<file path="src/rtl/snn_input_loader.sv">
// ---------------------------------------------------------------------------
// snn_input_loader
//
// Front end of the SNN digit classifier. UART bytes are unpacked LSB-first
// into the 1-bit input-unit RAM (NUM_PIXELS pixels). Once the last pixel is
// written the core gets a one-cycle start pulse and owns the RAM read address
// until it reports done. The classified digit is then latched for the
// LED/UART-TX stage.
//
// Optional feature: define SNN_LOADER_TIMEOUT_EN to abort a partial image
// after TIMEOUT_CYCLES idle cycles between bytes (err pulses, and the next
// byte becomes pixel byte 0). Without the macro err is tied to 0.
//
// Ports
//   clk, rst_n   system clock, asynchronous active-low reset
//   rx_rdy       UART byte available (level, held until clr_rdy)
//   rx_data      received byte, valid while rx_rdy=1
//   clr_rdy      one-cycle pulse consuming the current UART byte
//   core_addr    RAM read address from the core (used while busy)
//   ram_addr     address to the input-unit RAM
//   ram_we       RAM write enable
//   ram_d        RAM write data (pixel bit)
//   start        one-cycle pulse launching the core
//   done         core completion pulse
//   digit        core result, valid with done
//   digit_out    latched classification result
//   result_vld   one-cycle pulse when digit_out updates
//   busy         high from start until done is received
//   err          one-cycle pulse on a timeout abort
// ---------------------------------------------------------------------------
module snn_input_loader #(
    parameter int NUM_PIXELS     = 784,
    parameter int TIMEOUT_CYCLES = 1048576
) (
    input  logic       clk,
    input  logic       rst_n,
    input  logic       rx_rdy,
    input  logic [7:0] rx_data,
    output logic       clr_rdy,
    input  logic [9:0] core_addr,
    output logic [9:0] ram_addr,
    output logic       ram_we,
    output logic       ram_d,
    output logic       start,
    input  logic       done,
    input  logic [3:0] digit,
    output logic [3:0] digit_out,
    output logic       result_vld,
    output logic       busy,
    output logic       err
);

    localparam logic [9:0] LAST_ADDR = 10'(NUM_PIXELS - 1);

    typedef enum logic [1:0] {
        S_WAIT_BYTE,
        S_UNPACK,
        S_START,
        S_BUSY
    } state_t;

    state_t     state, next_state;
    logic [9:0] wr_addr;
    logic [7:0] shift_reg;
    logic       last_write;
    logic       timeout_hit;

    // Image bytes always start on a multiple of 8, so the low three address
    // bits double as the bit-within-byte counter.

    // NOTE: state and datapath registers use non-blocking assignments so every
    // flop samples the values from before the clock edge.
    always_ff @(posedge clk or negedge rst_n) begin
        if (!rst_n) begin
            state <= S_WAIT_BYTE;
        end else begin
            state <= next_state;
        end
    end

    always_comb begin
        // NOTE: every signal driven here gets a default first, so no branch can
        // leave one unassigned and infer a latch.
        next_state = state;
        clr_rdy    = 1'b0;
        ram_we     = 1'b0;
        ram_d      = 1'b0;
        start      = 1'b0;
        busy       = 1'b0;
        err        = 1'b0;
        last_write = 1'b0;

        unique case (state)
            S_WAIT_BYTE: begin
                if (rx_rdy) begin
                    // Gated by rst_n so a byte pending during reset is not
                    // consumed while the capture register is held cleared.
                    clr_rdy    = rst_n;
                    next_state = S_UNPACK;
                end else begin
                    err = timeout_hit;
                end
            end
            S_UNPACK: begin
                ram_we = 1'b1;
                ram_d  = shift_reg[0];
                if (wr_addr[2:0] == 3'd7) begin
                    if (wr_addr == LAST_ADDR) begin
                        last_write = 1'b1;
                        next_state = S_START;
                    end else begin
                        next_state = S_WAIT_BYTE;
                    end
                end
            end
            S_START: begin
                start      = 1'b1;
                next_state = S_BUSY;
            end
            S_BUSY: begin
                busy = 1'b1;
                if (done) begin
                    next_state = S_WAIT_BYTE;
                end
            end
            default: next_state = S_WAIT_BYTE;
        endcase
    end

    // The core's read path is combinational: no added latency while busy.
    assign ram_addr = (state == S_BUSY) ? core_addr : wr_addr;

    always_ff @(posedge clk or negedge rst_n) begin
        if (!rst_n) begin
            wr_addr    <= '0;
            shift_reg  <= '0;
            digit_out  <= '0;
            result_vld <= 1'b0;
        end else begin
            result_vld <= 1'b0;
            unique case (state)
                S_WAIT_BYTE: begin
                    if (rx_rdy) begin
                        shift_reg <= rx_data;
                    end else if (timeout_hit) begin
                        wr_addr <= '0;
                    end
                end
                S_UNPACK: begin
                    shift_reg <= {1'b0, shift_reg[7:1]};
                    // Hold at the last pixel rather than stepping past the image.
                    if (!last_write) begin
                        wr_addr <= wr_addr + 10'd1;
                    end
                end
                S_START: begin
                    wr_addr <= '0;
                end
                S_BUSY: begin
                    if (done) begin
                        digit_out  <= digit;
                        result_vld <= 1'b1;
                    end
                end
                default: ;
            endcase
        end
    end

`ifdef SNN_LOADER_TIMEOUT_EN
    logic [20:0] idle_cnt;

    // Only a partially received image can time out; a byte arriving in the
    // same cycle as the limit takes priority over the abort.
    assign timeout_hit = (state == S_WAIT_BYTE) && (wr_addr != '0) &&
                         (idle_cnt == 21'(TIMEOUT_CYCLES - 1));

    always_ff @(posedge clk or negedge rst_n) begin
        if (!rst_n) begin
            idle_cnt <= '0;
        end else if ((state == S_WAIT_BYTE) && (wr_addr != '0) && !rx_rdy && !timeout_hit) begin
            idle_cnt <= idle_cnt + 21'd1;
        end else begin
            idle_cnt <= '0;
        end
    end
`else
    assign timeout_hit = 1'b0;
`endif

endmodule

</file>
<file path="config.mk">
export PLATFORM = sky130hd
export DESIGN_NAME = snn_input_loader
export DESIGN_NICKNAME = d
export VERILOG_FILES = /design/src/rtl/snn_input_loader.sv
export SDC_FILE = /design/constraint.sdc
export NUM_CORES = 1
export LEC_CHECK = 0
export ABC_AREA = 1
export CAP_MARGIN = 20
export CORE_ASPECT_RATIO = 0.7
export CORE_MARGIN = 3
export CORE_UTILIZATION = 46
export DETAILED_ROUTE_END_ITERATION = 16
export HOLD_SLACK_MARGIN = 0.03
export PLACE_DENSITY = 0.79
export SLEW_MARGIN = 20
export SYNTH_ARGS = -nofsm -noshare
export SYNTH_HDL_FRONTEND = slang
export SYNTH_SLANG_ARGS = --single-unit
</file>
<file path="constraint.sdc">
create_clock -name clk -period 1.43 [get_ports clk]
set_input_delay 0.286 -clock clk [delete_from_list [all_inputs] [get_ports clk]]
set_output_delay 0.286 -clock clk [all_outputs]
set_load 0.01 [all_outputs]
</file>
==> After elaboration in Yosys (flattened, before gate mapping) <==
Cells that the tools add are included.
Widths: inputs -> output; s select.
{ "word_totals": {"ff_bits": 25, "input_bits": 26} }
{ "classes": {"add_sub_neg": 1, "eq_ne": 9, "n_mux": 21, "reduce_logical": 7} }
{ "ops": {"columns": ["op", "n"], "rows": [
  ["$mux 10", 2],
  ["$pmux 10 s2", 1],
  ["$pmux 8 s2", 1],
  ["$mux 1", 11],
  ["$add 10x1->10 const B", 1],
  ["$eq 10x10->1 const B", 1],
  ["$mux 2", 4],
  ["$mux 8", 1],
  ["$ne 2x2->1 const B", 4],
  ["$pmux 2 s4", 1],
  ["$reduce_and 2->1", 3],
  ["$eq 2x2->1 const B", 2],
  ["$reduce_bool 2->1", 2],
  ["$eq 3x3->1 const B", 1],
  ["$reduce_and 3->1", 1],
  ["$eq 2x1->1 const B", 1],
  ["$logic_not 2->1", 1]
]} }

==> Longest topological paths before layout <==
Gate-level depths: netlist of the first run.
{ "depth": {"ltp_word": 6, "depth_mapped": 8, "mapped_depth_nobuf": 8} }

==> Worst setup path after synthesis of the first run <==
OpenSTA, ideal clock, no wires.
{ "synth_timing": {"path_kind": "register to output", "from": "register state[0]", "to": "output port ram_addr[0]", "arrival_time_ns": 1.070, "required_time_ns": 1.144, "setup_slack_ns": 0.074, "path_stages_with_launch": 6, "n_path_buf": 2, "path_cell_list": "dfrtp_1 nand2_1 inv_2 buf_4 buf_6 o21ai_1"} }
{ "synth_between": {"elab_chain_cells": 2} }
{ "synth_lines": {"columns": ["item", "line", "source"], "rows": [
  ["start: declaration", "62", "state_t state, next_state;"],
  ["start signal: assignment", "77", "state <= next_state;"],
  ["$eq 2x2->1", "131", "assign ram_addr = (state == S_BUSY) ? core_addr : wr_addr;"],
  ["$mux 10", "131", null],
  ["end: declaration", "41", "output logic [9:0] ram_addr,"]
]} }
Every way passes these cells.

==> Worst setup path after layout of the first run <==
{ "layout_timing": {"from": "register state[0]", "to": "output port ram_addr[7]"} }
The elaborated chain is that of the path after synthesis.

==> metrics, run 1 <==
fill cell count=213; required time of the worst setup path=1.14 ns; complex-gate fraction of the synthesized area=10.3%; Peak VDD IR=0.855 mV; Cell Rows=16; antenna-violating nets left=0; Post-synth ARST share=100%; dpl cells=301; adder-cell share of the synthesized area=1.65%; final critical-path required period=1.58 ns; Yosys cell types=26; Final Hold Fails=0; YS warnings=0; DRT iter0 DRCs=162; Synth Flop Type=dfrtp_1; Largest delay share family, worst path=flip-flops; Initial Utilization=51.1%; CTS sink cnt=25; placer congestion estimate=0.791; TritonCTS clock tree=done; WS Path Type=reg2out; syn_nets=233; #FFs+latches synth=25; final setup violating endpoints=14; Post-Synth Simple-Gate Area=34.7%; mux contribution to synthesized area=0%; failing checks=negative setup slack; Clock Path Buffers=2; remaining global-route overflow=0; worst endpoint data arrival time=1.29 ns; Power Dens Cells=1520 nW/um^2; max reg flops=10; Num CTS Buffers=3; Slew Limit Fails=0; highest clock rate=0.634 GHz; vias in the first global route=1441; initial antenna violation count=0; final WL=4.44 mm; synthesized area per cell=7.38 sq um; worst r2r dst=wr_addr[7]; # IOs=47; DR WL/cell=13.9 um; DR vias/cell=5.21; crit-path cells=nand2_4 -> clkinvlp_4 -> buf_4 -> o21ai_2 -> buf_2; Setup TNS Final=-1.35 ns; Fin Clk Skew=0.00699 ns; H-tree lvl count=1; Post-CTS Hold Buffers=0; Cells after Synth=205; total design power=3570 uW; Slowest cell on crit path=dfrtp_1; post-place instance area=2120 sq um; layout cells sized above 1=30.0%; period utilization=110%; CTS clk-pin slew, worst paths=0.09 ns; antenna cells=0; Final WS setup=-0.148 ns; clock root cell=clkbuf_8; Layout area overhead=55.6%; Finished Layout Cells=319; sequential area share after synthesis=41.4%; number of synthesized flops with an enable pin=0; post-synth top area share=41.4%; Fin Hold WS=0.458 ns; status=finished with violations; dpl hpwl=2.74 mm; Synth Cell Area=1510 sq um; Clk Latency, worst-skew pair=0.27 ns; Max-Cap Viols=0; crit-path max FO=3; RSZ-0062 raised after global routing=yes; area leader, netlist=dfrtp_1; Die Span Y=54.0 um; port bufs=45; ranking of synthesized cells by area=dfrtp_1 41%, nand2_1 17%, inv_1 5.7%; post-synthesis xor/xnor area fraction=0.579%; main combinational cell family by area after synthesis=simple AND/OR/NAND/NOR gates; first-pass GRT wire length=6.50 mm; Leak=0.00124 uW; gr usage total=21.3%; Die X=74.5 um; critical path endpoint category=output pin; die area=4020 sq um; flop2flop setup slack=0 ns; Core Region=2960 sq um; Final Instance Area=2350 sq um; max incr delay on CP=0.42 ns; FF-to-FF path depth=10; nets=312; DRC viols=0; via count=1661; DRT Pass-1 Iters=4; largest net degree at the start of global routing=26; min-delay worst type=in2async; CP Launch Point=state[0]; worst path bufs/invs=3; crit path launch type=flip-flop
==> power breakdown <==
part | internal, uW | switching [uW] | total (uW)
Clock | 199 | 226 | 426
Sequential | 917 | 155 | 1070
Combinational | 935 | 1130 | 2070
Total | 2050 | 1510 | 3570
==> cell usage after synthesis (3+ instances only) <==
cell	n
buf_4	4
dfrtp_1	25
inv_1	23
inv_2	3
nand2_1	70
nand3_1	15
nand4_1	5
nor2_1	13
nor2_2	4
o211ai_1	7
o21ai_1	16
==> layer usage <==
layer | global-route usage, % | routed length (um) | part of all wire [%]
met1 | 30.4 | 1870 | 42
met4 | 2.37 | 57 | 1.3
met2 | 34.7 | 2090 | 47
met3 | 4.10 | 419 | 9.4
met5 | 0 | 0 | 0
==> placed cells by master (no fill, tap or decap), types with 6 or more instances in the layout <==
cell type / n
o21ai_2: 6
nand2_1: 68
nor2_1: 9
buf_6: 7
o21ai_1: 11
buf_4: 29
clkdlybuf4s50_1: 25
buf_2: 12
o211ai_1: 7
nand3_1: 15
dfrtp_1: 25
inv_1: 23
==> worst max path at each step <==
| stage | to | slack, ns | depth (start not counted) |
|---|---|---|---|
| floorplan | ram_addr[0] | 0.07 | 5 |
| global placement | clr_rdy | -0.36 | 4 |
| detailed placement | clr_rdy | -0.37 | 4 |
| CTS | ram_addr[7] | -0.15 | 5 |
| global route | clr_rdy | -0.22 | 5 |
| finish | ram_addr[7] | -0.15 | 5 |
==> worst reg2reg max path: cells and delay by family, from the launching register on <==
family                 cells  cell delay (ns)
flip-flops                 1             0.41
buffers and inverters      5             0.58
AND/OR/NAND/NOR            5             0.40
==> metrics by stage <==
stage          setup WS [ns]  util (%)
2_1_floorplan         0.0735         -
3_3_place_gp          -0.356      71.4
3_5_place_dp          -0.365      71.4
4_1_cts               -0.153      73.8
5_1_grt               -0.219      79.4
6_report              -0.148      79.4
==> logic make-up (layout without fill, tap and decap cells) <==
| kind of cell | Yosys count | count (layout) |
|---|---|---|
| buf+inv | 35 | 112 |
| xor+xnor | 1 | 1 |
| fa+ha+maj | 2 | 2 |
| flops | 25 | 25 |
| simple gates | 114 | 115 |
| compound gates | 27 | 27 |
| other cells | 1 | 1 |
==> layout make-up <==
cell class | count | area [sq um] | share of cell area (%)
multi-input cells | 146 | 833 | 35.4
repair buffers | 79 | 674 | 28.7
flip-flops and latches | 25 | 626 | 26.6
well taps | 36 | 45.0 | 1.91
inverters | 28 | 123 | 5.21
clock buffers | 4 | 45.0 | 1.91
repair inverters | 1 | 7.51 | 0.319
==> repair_timing <==
action | in CTS | in global routing
resized for setup | 78 | 28
gates cloned | 1 | 1
setup endpoints to repair | 27 | 38
buffers inserted | 6 | 8
pin swaps | 1 | 6
Note: power is estimated with default switching activity, not from simulation.
==> run 2: changes to the inputs <==
GPL_TIMING_DRIVEN = 0   (was unset)
SETUP_SLACK_MARGIN = 0.02   (was unset)
==> metrics, run 2 (synthesis results as in run 1) <==
Final Instance Area=2450 sq um (was 2350 sq um); Clk Latency, worst-skew pair=0.27 ns (about the same); DR vias/cell=5.27 (was 5.21); Leak=0.00125 uW (was 0.00124 uW); largest net degree at the start of global routing=27 (was 26); DRC viols=0 (unchanged); clock root cell=clkbuf_8 (unchanged); status=finished with violations (unchanged); via count=1681 (was 1661); Clock Path Buffers=2 (unchanged); highest clock rate=0.605 GHz (was 0.634 GHz); Cell Rows=16 (unchanged); Layout area overhead=62.0% (was 55.6%); final WL=4.82 mm (was 4.44 mm); antenna cells=0 (unchanged); required time of the worst setup path=1.14 ns (about the same); total design power=3860 uW (was 3570 uW); CTS sink cnt=25 (unchanged); Initial Utilization=51.1% (unchanged); die area=4020 sq um (unchanged); Reg area=627 sq um (was 626 sq um); flop2flop setup slack=-0.10 ns (was 0 ns); first-pass GRT wire length=6.29 mm (was 6.50 mm); actual slew at the worst max-slew pin=0.586 ns; crit path launch type=flip-flop (unchanged); layout cells sized above 1=35.0% (was 30.0%); Fin Clk Skew=0.00257 ns (was 0.00699 ns); port bufs=45 (unchanged); H-tree lvl count=1 (unchanged); antenna-violating nets left=0 (unchanged); fill cell count=171 (was 213); most common cell after layout, fill and taps aside=nand2_1 (unchanged); critical path endpoint category=output pin (unchanged); final critical-path required period=1.65 ns (was 1.58 ns); remaining global-route overflow=0 (unchanged); min-delay worst type=in2async (unchanged); Final WS setup=-0.224 ns (was -0.148 ns); Power Dens Cells=1570 nW/um^2 (was 1520 nW/um^2); failing checks=negative setup slack (unchanged); TritonCTS clock tree=done (unchanged); Peak VDD IR=0.870 mV (was 0.855 mV); DRT iter0 DRCs=112 (was 162); DRT Pass-1 Iters=4 (unchanged); WS Path Type=reg2out (unchanged); placer congestion estimate=0.848 (was 0.791); FF-to-FF path depth=9 (was 10); gr usage total=20.6% (was 21.3%); final setup violating endpoints=26 (was 14); DR WL/cell=15.1 um (was 13.9 um); initial antenna violation count=0 (unchanged); CTS clk-pin slew, worst paths=0.09 ns (about the same); crit-path cells=nand2_2 -> inv_2 -> buf_6 -> buf_8 -> o21ai_2 -> buf_2 (was nand2_4 -> clkinvlp_4 -> buf_4 -> o21ai_2 -> buf_2); Slew Limit Fails=0 (unchanged); Die Span Y=54.0 um (unchanged); Max-Cap Viols=0 (unchanged); worst endpoint data arrival time=1.37 ns (was 1.29 ns); vias in the first global route=1319 (was 1441); max incr delay on CP=0.43 ns (was 0.42 ns); max reg flops=10 (unchanged); crit-path max FO=6 (was 3); most frequent cells in the layout=59 x nand2_1, 24 x dfrtp_1, 24 x clkdlybuf4s50_1 (was 68 x nand2_1, 29 x buf_4, 25 x dfrtp_1, 25 x clkdlybuf4s50_1, 23 x inv_1); post-place instance area=2000 sq um (was 2120 sq um); Slowest cell on crit path=dfrtp_1 (unchanged); nets=312 (unchanged); Num CTS Buffers=3 (unchanged); Final Hold Fails=0 (unchanged); period utilization=116% (was 110%); dpl hpwl=2.56 mm (was 2.74 mm); Core Region=2960 sq um (unchanged); RSZ-0062 raised after global routing=yes (unchanged); Die X=74.5 um (unchanged); # IOs=47 (unchanged); multi-input logic area=856 sq um (was 833 sq um); relative slew slack=61.0%
## run 2: cell type report
type / instances / area share (%)
well taps: 36 / 1.84
inverters: 28 / 4.80
repair buffers: 74 / 27.6
clock inverters: 1 / 0.204
clock buffers: 3 / 1.68
flip-flops and latches: 25 / 25.6
plain buffers: 7 / 3.37
multi-input cells: 145 / 34.9
## run 2: path summary, 6_finish.rpt
kind / startpoint / endpoint
setup reg to reg: state[0] / wr_addr[5]
hold / removal: rst_n / shift_reg[4]
hold reg to reg: digit_out[3] / digit_out[3]
max in group asynchronous: rst_n / state[0]
min in group clk: digit_out[3] / digit_out[3]
setup / recovery: flip-flop / ram_addr[3]
## run 2: timing repair
item,in CTS,in global routing
buffers inserted,20,8
endpoints found under the setup margin,25,39
gates resized for setup,93,37
gates cloned,1,3
endpoints found under the hold margin,25,0
pin swaps,5,11
## run 2: power breakdown
part	total, uW	internal (uW)	leakage (uW)	switching (uW)
Sequential	1090	919	0.000323	173
Clock	426	195	0.0000255	231
Combinational	2340	1110	0.000905	1230
Total	3860	2230	0.00125	1630
## run 2: metal layers
layer  track usage [%]  routed length (um)  up-vias
met5                 0                   0        -
met1              28.5                2150      780
li1                  -                   -      810
met2              32.9                2270       79
met4              3.85                  67        0
met3              5.04                 336       12
## run 2: per-stage QoR
step	hold WS (ns)	utilization [%]	TNS (ns)	instances	worst slack [ns]
final	0.000406	82.7	-3.48	319	-0.224
after global routing	0.0315	82.7	-5.91	319	-0.314
after CTS	0.0162	75.8	-1.98	310	-0.189
after detailed placement	0.322	67.6	-5.67	286	-0.479
after global placement	0.468	67.8	-13.37	286	-1.24
after floorplan	-0.00959	-	0	205	0.0735
## run 2: worst max-delay path, delay by kind of cell (launching register included)
family | cells | cell delay [ns]
buffers and inverters | 4 | 0.46
flip-flops | 1 | 0.43
AND/OR/NAND/NOR | 1 | 0.10
AO/OA/AOI/OAI | 1 | 0.10
==> run 3: changes to the inputs <==
CORE_UTILIZATION = 50   (was 46)
PLACE_DENSITY = 0.85   (was 0.79)
clock period = 2.1 ns   (was 1.43 ns; I/O delays follow)
==> metrics, run 3 (synthesis results as in run 1) <==
status=finished, final reports clean (was finished with violations); Max-Cap Viols=0 (unchanged); post-place instance area=2000 sq um (unchanged); dpl hpwl=2.65 mm (was 2.56 mm); first-pass GRT wire length=6.11 mm (was 6.29 mm); total design power=2120 uW (was 3860 uW); Die Span Y=52.0 um (was 54.0 um); DRT Pass-1 Iters=4 (unchanged); antenna cells=0 (unchanged); fill cell count=239 (was 171); CP most frequent cell=buf_6; Post-CTS Hold Buffers=0; max incr delay on CP=0.41 ns (was 0.43 ns); min-delay worst type=in2async (unchanged); final critical-path required period=1.99 ns; placer congestion estimate=0.827 (was 0.848); layout cells sized above 1=12.5% (was 35.0%); TritonCTS clock tree=done (unchanged); DRC viols=0 (unchanged); vias in the first global route=1366 (was 1319); Power Dens Cells=1030 nW/um^2 (was 1570 nW/um^2); Final Hold Fails=0 (unchanged); largest net degree at the start of global routing=27 (unchanged); worst endpoint data arrival time=1.57 ns (was 1.37 ns); Slew Limit Fails=0 (unchanged); max reg flops=10 (unchanged); Clock Path Buffers=2 (unchanged); gr usage total=20.9% (was 20.6%); required time of the worst setup path=1.68 ns (was 1.14 ns); crit-path cells=nand2_1 -> inv_2 -> buf_6 -> buf_6 -> o21ai_1 -> dlygate4sd2_1 (was nand2_2 -> inv_2 -> buf_6 -> buf_8 -> o21ai_2 -> buf_2); Fin Clk Skew=0.00401 ns (was 0.00257 ns); Initial Utilization=53.2% (was 51.1%); Clk Latency, worst-skew pair=0.27 ns (about the same); WS Path Type=reg2out (unchanged); Leak=0.00106 uW (was 0.00125 uW); clock root cell=clkbuf_8 (unchanged); worst path bufs/invs=4 (unchanged); RSZ-0062 raised after global routing=no (was yes); port bufs=45 (unchanged); # IOs=47 (unchanged); most frequent cells in the layout=70 x nand2_1, 30 x clkdlybuf4s50_1, 24 x dfrtp_1 (was 59 x nand2_1, 24 x dfrtp_1, 24 x clkdlybuf4s50_1); Die X=71.7 um (was 74.5 um); die area=3730 sq um (was 4020 sq um); Final Core Density=72.4% (was 82.7%); initial antenna violation count=0 (unchanged); Cell Rows=16 (unchanged); Largest delay share family, worst path=buffers and inverters (unchanged); via count=1473 (was 1681); remaining global-route overflow=0 (unchanged); DR WL/cell=12.0 um (was 15.1 um); crit-path max FO=10 (was 6); nets=285 (was 312); Slowest cell on crit path=dfrtp_2 (was dfrtp_1); Peak VDD IR=0.669 mV (was 0.870 mV); Fin Hold WS=0.0406 ns (was 0.000406 ns); most common cell after layout, fill and taps aside=nand2_1 (unchanged); final WL=3.49 mm (was 4.82 mm); antenna-violating nets left=0 (unchanged); CTS clk-pin slew, worst paths=0.09 ns (about the same); Layout area overhead=36.1% (was 62.0%); Final Instance Area=2060 sq um (was 2450 sq um); period utilization=94.8%; CP Launch Point=state[0]; final setup violating endpoints=0 (was 26); Core Region=2840 sq um (was 2960 sq um); CTS sink cnt=25 (unchanged); crit path launch type=flip-flop (unchanged); highest clock rate=0.502 GHz; DR vias/cell=5.04 (was 5.27); H-tree lvl count=1 (unchanged); Num CTS Buffers=3 (unchanged); DRT iter0 DRCs=79 (was 112); critical path endpoint category=output pin (unchanged); Worst R2R Start=wr_addr[0] (was state[0])
## run 3: cell types whose count changed in the layout (fill, tap and decap cells not counted), sizes merged
cell,delta
clkdlybuf4s50,+6
dlygate4sd2,+8
clkinv,-1
dlymetal6s2s,+1
buf,-41
## run 3: final cells by class
class | count | area (sq um) | area share [%]
Timing Repair Buffer | 47 | 449 | 21.8
Tap cell | 36 | 45.0 | 2.19
Buffer | 7 | 61.3 | 2.98
Clock buffer | 4 | 45.0 | 2.19
Multi-Input combinational cell | 145 | 722 | 35.1
Inverter | 28 | 110 | 5.35
Sequential cell | 25 | 627 | 30.4
## run 3: final timing paths
check	endpoint	slack, ns	cells past startpoint
hold / removal	shift_reg[4]	0.04	1
max in group asynchronous	state[0]	1.79	1
hold reg to reg	digit_out[0]	0.49	2
setup / recovery	ram_addr[4]	0.11	6
min in group clk	digit_out[0]	0.49	2
setup reg to reg	flip-flop	0.62	6
## run 3: repair_timing
action,4_1_cts,5_1_grt
cloned,0,0
setup buffers,2,0
setup endpoints to repair,13,1
hold endpoints to repair,0,0
gates resized for setup,17,1
## run 3: layer usage
layer	wire [um]	vias up	share of wire (%)	GRT usage (%)
li1	-	752	-	-
met1	1680	672	48	28.8
met2	1570	44	45	33.1
met3	229	5	6.6	5.41
met4	21	0	0.60	4.69
met5	0	-	0	0
## run 3: report_power, final
part | switching (uW) | total (uW) | leakage, uW | internal [uW]
clock | 150 | 286 | 0.0000228 | 136
sequential | 108 | 734 | 0.000323 | 626
combinational | 622 | 1100 | 0.000711 | 474
## run 3: per-stage QoR
stage / TNS [ns] / setup WS [ns] / instances
2_1_floorplan: 0 / 0.610 / 205
3_3_place_gp: -0.820 / -0.820 / 286
3_5_place_dp: -0.0547 / -0.0547 / 286
4_1_cts: 0 / 0.0750 / 292
5_1_grt: 0 / 0.0292 / 292
6_report: 0 / 0.109 / 292
